File: src/rtl/uart_telemetry_pkg.sv
// uart_telemetry_pkg: shared constants, state encoding and frame helpers for the telemetry framer.
package uart_telemetry_pkg;

    localparam logic [7:0] HEADER_DEF = 8'hAA;
    localparam int FRAME_LEN = 7;

    localparam int FLAG_TIME_ALARM = 0;
    localparam int FLAG_TEMP_ALARM = 1;
    localparam int FLAG_ABORTED    = 2;
    localparam int FLAG_SEQ        = 4;

    typedef enum logic [2:0] {IDLE, LOAD, SEND, WAIT_HI, WAIT_LO, DONE} state_t;

    typedef struct packed {
        logic [7:0] hour;
        logic [7:0] minute;
        logic [7:0] second;
        logic [7:0] temp_c;
        logic [7:0] flags;
    } snap_t;

    function automatic logic [7:0] make_flags(input logic [3:0] seq, input logic aborted,
                                              input logic temp_alarm, input logic time_alarm);
        logic [7:0] f;
        f = '0;
        f[FLAG_SEQ +: 4]    = seq;
        f[FLAG_ABORTED]     = aborted;
        f[FLAG_TEMP_ALARM]  = temp_alarm;
        f[FLAG_TIME_ALARM]  = time_alarm;
        return f;
    endfunction

    function automatic logic [7:0] frame_byte(input logic [2:0] idx, input snap_t s,
                                              input logic [7:0] header);
        logic [7:0] csum;
        csum = s.hour + s.minute + s.second + s.temp_c + s.flags;
        return idx == 3'd0 ? header   :
               idx == 3'd1 ? s.hour   :
               idx == 3'd2 ? s.minute :
               idx == 3'd3 ? s.second :
               idx == 3'd4 ? s.temp_c :
               idx == 3'd5 ? s.flags  : csum;
    endfunction

endpackage

File: src/rtl/uart_telemetry_framer_byte_hs.sv
// uart_byte_hs: one-byte uart_en/uart_tx_busy handshake with a busy-rise timeout.
module uart_byte_hs
    import uart_telemetry_pkg::*;
#(
    parameter int TIMEOUT = 32
) (
    input  logic       sys_clk,
    input  logic       sys_rst_n,
    input  logic       start,
    input  logic [7:0] byte_in,
    input  logic       uart_tx_busy,
    output logic       uart_en,
    output logic [7:0] uart_din,
    output logic       done,
    output logic       timeout
);

    localparam int CW = $clog2(TIMEOUT) + 1;

    state_t        state;
    logic [CW-1:0] cnt;

    always_ff @(posedge sys_clk or negedge sys_rst_n) begin
        if (!sys_rst_n) begin
            state    <= IDLE;
            cnt      <= '0;
            uart_en  <= 1'b0;
            uart_din <= '0;
            done     <= 1'b0;
            timeout  <= 1'b0;
        end else begin
            uart_en <= 1'b0;
            done    <= 1'b0;
            timeout <= 1'b0;
            case (state)
                IDLE: if (start) begin
                    state    <= SEND;
                    uart_en  <= 1'b1;
                    uart_din <= byte_in;
                    cnt      <= '0;
                end
                SEND: state <= WAIT_HI;
                WAIT_HI: begin
                    if (uart_tx_busy) state <= WAIT_LO;
                    else if (cnt == CW'(TIMEOUT - 1)) begin
                        state   <= IDLE;
                        timeout <= 1'b1;
                    end else cnt <= cnt + 1'b1;
                end
                WAIT_LO: if (!uart_tx_busy) begin
                    state <= IDLE;
                    done  <= 1'b1;
                end
                default: state <= IDLE;
            endcase
        end
    end

endmodule

File: src/rtl/uart_telemetry_framer.sv
// uart_telemetry_framer: snapshots time/temperature/alarm state on each trigger and sends it as a 7-byte frame.
module uart_telemetry_framer
    import uart_telemetry_pkg::*;
#(
    parameter logic [7:0] HEADER       = HEADER_DEF,
    parameter int         BUSY_TIMEOUT = 32
) (
    input  logic       sys_clk,
    input  logic       sys_rst_n,
    input  logic       tick_1s,
    input  logic       alarm_evt,
    input  logic [7:0] hour,
    input  logic [7:0] minute,
    input  logic [7:0] second,
    input  logic [7:0] temp_c,
    input  logic       time_alarm,
    input  logic       temp_alarm,
    input  logic       uart_tx_busy,
    output logic       uart_en,
    output logic [7:0] uart_din,
    output logic       frame_busy,
    output logic [7:0] drop_cnt,
    output logic       tx_err
);

    state_t     state;
    snap_t      snap;
    logic [2:0] idx;
    logic [3:0] seq;
    logic       pending;
    logic       aborted;
    logic       trig;
    logic       start;
    logic       done;
    logic       timeout;
    logic       last;
    logic [7:0] byte_in;

    assign trig    = tick_1s | alarm_evt;
    assign last    = idx == 3'(FRAME_LEN - 1);
    // The header goes out during LOAD, before the snapshot registers are valid.
    assign start   = state == LOAD || (state == SEND && done && !last);
    assign byte_in = state == LOAD ? HEADER : frame_byte(idx + 3'd1, snap, HEADER);

    uart_byte_hs #(.TIMEOUT(BUSY_TIMEOUT)) u_hs (
        .sys_clk      (sys_clk),
        .sys_rst_n    (sys_rst_n),
        .start        (start),
        .byte_in      (byte_in),
        .uart_tx_busy (uart_tx_busy),
        .uart_en      (uart_en),
        .uart_din     (uart_din),
        .done         (done),
        .timeout      (timeout)
    );

    always_ff @(posedge sys_clk or negedge sys_rst_n) begin
        if (!sys_rst_n) begin
            state      <= IDLE;
            snap       <= '0;
            idx        <= '0;
            seq        <= '0;
            pending    <= 1'b0;
            aborted    <= 1'b0;
            frame_busy <= 1'b0;
            drop_cnt   <= '0;
            tx_err     <= 1'b0;
        end else begin
            // IDLE and DONE consume a queued trigger; elsewhere a second one is dropped.
            pending <= state == IDLE ? pending & trig : state == DONE ? trig : pending | trig;
            if (trig && pending && state != IDLE && state != DONE && drop_cnt != 8'hFF)
                drop_cnt <= drop_cnt + 8'd1;
            case (state)
                IDLE: if (trig || pending) state <= LOAD;
                LOAD: begin
                    snap       <= {hour, minute, second, temp_c,
                                   make_flags(seq, aborted, temp_alarm, time_alarm)};
                    aborted    <= 1'b0;
                    idx        <= '0;
                    frame_busy <= 1'b1;
                    state      <= SEND;
                end
                SEND: begin
                    if (timeout) begin
                        tx_err     <= 1'b1;
                        aborted    <= 1'b1;
                        seq        <= seq + 4'd1;
                        frame_busy <= 1'b0;
                        state      <= IDLE;
                    end else if (done) begin
                        if (last) state <= DONE;
                        else idx <= idx + 3'd1;
                    end
                end
                DONE: begin
                    frame_busy <= 1'b0;
                    seq        <= seq + 4'd1;
                    state      <= pending ? LOAD : IDLE;
                end
                default: state <= IDLE;
            endcase
        end
    end

endmodule

File: config.mk
export PLATFORM = sky130hd
export DESIGN_NAME = uart_telemetry_framer
export DESIGN_NICKNAME = d
export VERILOG_FILES = /design/src/rtl/uart_telemetry_pkg.sv /design/src/rtl/uart_telemetry_framer_byte_hs.sv /design/src/rtl/uart_telemetry_framer.sv
export SDC_FILE = /design/constraint.sdc
export NUM_CORES = 1
export LEC_CHECK = 0
export BUFFER_PORTS_ARGS = -buffer_cell sky130_fd_sc_hd__buf_2
export CAP_MARGIN = 20
export CORE_AREA = 2 2 112 114
export CTS_CLUSTER_DIAMETER = 100
export DETAILED_ROUTE_END_ITERATION = 7
export DIE_AREA = 0 0 114 116
export MAX_ROUTING_LAYER = met4
export PLACE_DENSITY = 0.65
export SYNTH_ARGS = -nofsm -noshare
export SYNTH_HDL_FRONTEND = slang
export SYNTH_SLANG_ARGS = --single-unit
export TNS_END_PERCENT = 30
File: constraint.sdc
create_clock -name sys_clk -period 4 [get_ports sys_clk]
set_clock_uncertainty 0.05 [all_clocks]
set_input_delay 0.4 -clock sys_clk [delete_from_list [all_inputs] [get_ports sys_clk]]
set_output_delay 0.4 -clock sys_clk [all_outputs]
set_load 0.03 [all_outputs]
==> reports/metrics.cfg <==
[setup_path]
cp_common_cell=inv_1
max_stage_delay_ps=550
critPathLaunchType=register
slowest_stage=fa_1
cp.required_ps=4180
critPathKind=reg -> reg
setup.worst_path.end_class=register
r2r-start=snap[2]
crit_path_cell_trace=inv_1 > fa_1 > inv_1 > fa_1 > inv_1 > fa_1 > inv_1 > ha_1 > a211oi_1 > o21bai_1 > a21oi_1 > xnor2_1 > or3_1 > a22o_1
worst_ep_arrival_time_ps=3870
crit_fanout=2
cp-startpoint=snap[2]

[yosys]
avgSynthCellArea_um2=9.62
synth_cells=491
synth_edf_count=0
yosysWarnings=0
synth_top_area_share=0.429
synth_fp_nets=566
synth.cells.most_frequent=dfrtp_1, inv_1, nand2_1
synth-seq-cells=81
synth_ff_type=dfrtp_1
ys_types=58
yosys.cell_count.top_type=dfrtp_1
syn_area_um2=4720
synthTopCellsByArea=dfrtp_1, fa_1, inv_1
yosysSeqAreaShare=0.429
yosysTopAreaCell=dfrtp_1
synthArstFlopShare=1.00

[run]
max_cap_violations=0

[floorplanning]
dieArea_um2=13200
start_util=0.397
ios=58
die_w_um=114
core_um2=11900
rows=40
fp.dieH_um=116

[min_path]
worstHoldStart=temp_c[4]
hold_class=in -> reg

[route]
routedWlPerCell_um=15.0
drtIter0Drc=306
firstDrtPassIters=4
drt-total-wl_um=10500
drc_errors=0
vias_per_cell=5.16
vias=3598
antenna_left=0

[finish]
syn_to_final_growth_pct=15.3
layout.cells.non_filler=697
drive_gt1_frac=0.189
seq_area_um2=2030
final_core_util=0.457
multiInputGateArea_um2=2380
stdcell_area_um2=5450
fillers=1147
diodes=0
final_net_count=620

[place]
port_buffers=57
globalplace.congestion=0.829
hpwl_um=7420
dpl_cell_area_um2=5130
dp_cells=679

[global_route]
grt_pass1_vias=3695
grt_use_total=0.177
grt_overflow=0
grt_pass1_wl_um=17800
antenna_found_initial=0
grt_max_degree=82

[cts]
cts.sinks=81
clkSlewWorstSetupHoldPaths_ps=60
ctsResizeCount=0
clock_latency_ps=340
cts_buffers=9
cts_tree=done
clockBufferDepth=2
cts_root_buffer=clkbuf_16
htree_num_levels=3

[power]
leakagePower_nw=2.53
power_density_nw_per_um2=536
ir_worst_vdd_v=0.000316

[timing]
finalCriticalPeriod_ps=3690
setup-tns-final_ps=0
finalSetupViolCount=0
slew_viol_final=0
rsz0062_at_grt=no
max_freq_ghz=0.271
hold_violations=0
period_share=0.922
tightest_slew_ps=880
slew_headroom=0.413

[outcome]
outcome=finished clean

-- area by class of cell --
class / count / share of cell area
inverters: 59 / 0.0406
clock inverters: 7 / 0.00987
flip-flops and latches: 81 / 0.372
multi-input cells: 331 / 0.437
clock buffers: 9 / 0.0413
repair buffers: 63 / 0.0652
well taps: 147 / 0.0338
-- flip-flops by register name (all words and copies together), names as in the netlist, 3 cells and up --
| register | count |
|---|---|
| u_hs.state | 3 |
| u_hs.cnt | 6 |
| idx | 3 |
| seq | 4 |
| u_hs.uart_din | 8 |
| snap | 39 |
| state | 3 |
| drop_cnt | 8 |
-- what timing repair did --
action,4_1_cts,5_1_grt
hold buffers,0,1
buffers inserted,0,0
hold endpoints to repair,0,31
-- final timing paths --
| check | endpoint | slack [ps] | cells past startpoint |
|---|---|---|---|
| setup / recovery | u_hs.uart_din[6] | 310 | 14 |
| hold / removal | snap[12] | 210 | 3 |
| setup reg to reg | u_hs.uart_din[6] | 310 | 14 |
| hold reg to reg | u_hs.uart_din[0] | 410 | 2 |
| max in group asynchronous | u_hs.uart_en | 2800 | 3 |
| min in group asynchronous | snap[13] | 500 | 2 |
-- critical path: cells and delay by family, from the launching register on --
family	cells	cell delay (ps)
compound gates	4	710
xor+xnor	1	70
fa+ha+maj	4	1880
buf+inv	4	220
flops	1	350
simple gates	1	290
-- layout by cell type (no fill, tap or decap), drive strengths merged, types with 10 or more instances in the layout --
cell type	count
a21oi	24
buf	62
dfrtp	81
fa	19
ha	17
inv	61
mux2	15
nand2	58
nand3	17
nor2	27
nor3	10
o21ai	47
xnor2	17
xor2	10
-- report_power, final --
| part | internal [mW] | switching [mW] | leakage, nW | total (mW) |
|---|---|---|---|---|
| Sequential | 0.932 | 0.118 | 1.01 | 1.05 |
| Combinational | 0.431 | 0.666 | 1.38 | 1.10 |
| Clock | 0.425 | 0.346 | 0.140 | 0.771 |
| Total | 1.79 | 1.13 | 2.53 | 2.92 |
-- per-layer routing --
layer | GRT usage | wire (µm)
met1 | 0.232 | 4900
met2 | 0.262 | 4780
met3 | 0.0581 | 625
met4 | 0.0561 | 165
met5 | - | 0
-- cell families after synthesis --
logic type | after synthesis | synth area share
simple gates | 140 | 0.142
mux | 16 | 0.0379
flops | 81 | 0.429
xor+xnor | 27 | 0.0516
buf+inv | 79 | 0.0681
compound gates | 112 | 0.146
fa+ha+maj | 36 | 0.126
-- stage by stage --
step / hold WS, ps / power [mW] / setup WS [ps]
floorplan: 54.4 / 1.86 / 461
global placement: 413 / 2.12 / 358
detailed placement: 402 / 2.15 / 336
CTS: 197 / 2.94 / 315
global route: 205 / 3.13 / 107
finish: 206 / 2.92 / 312
(Power assumes the default switching activity.)
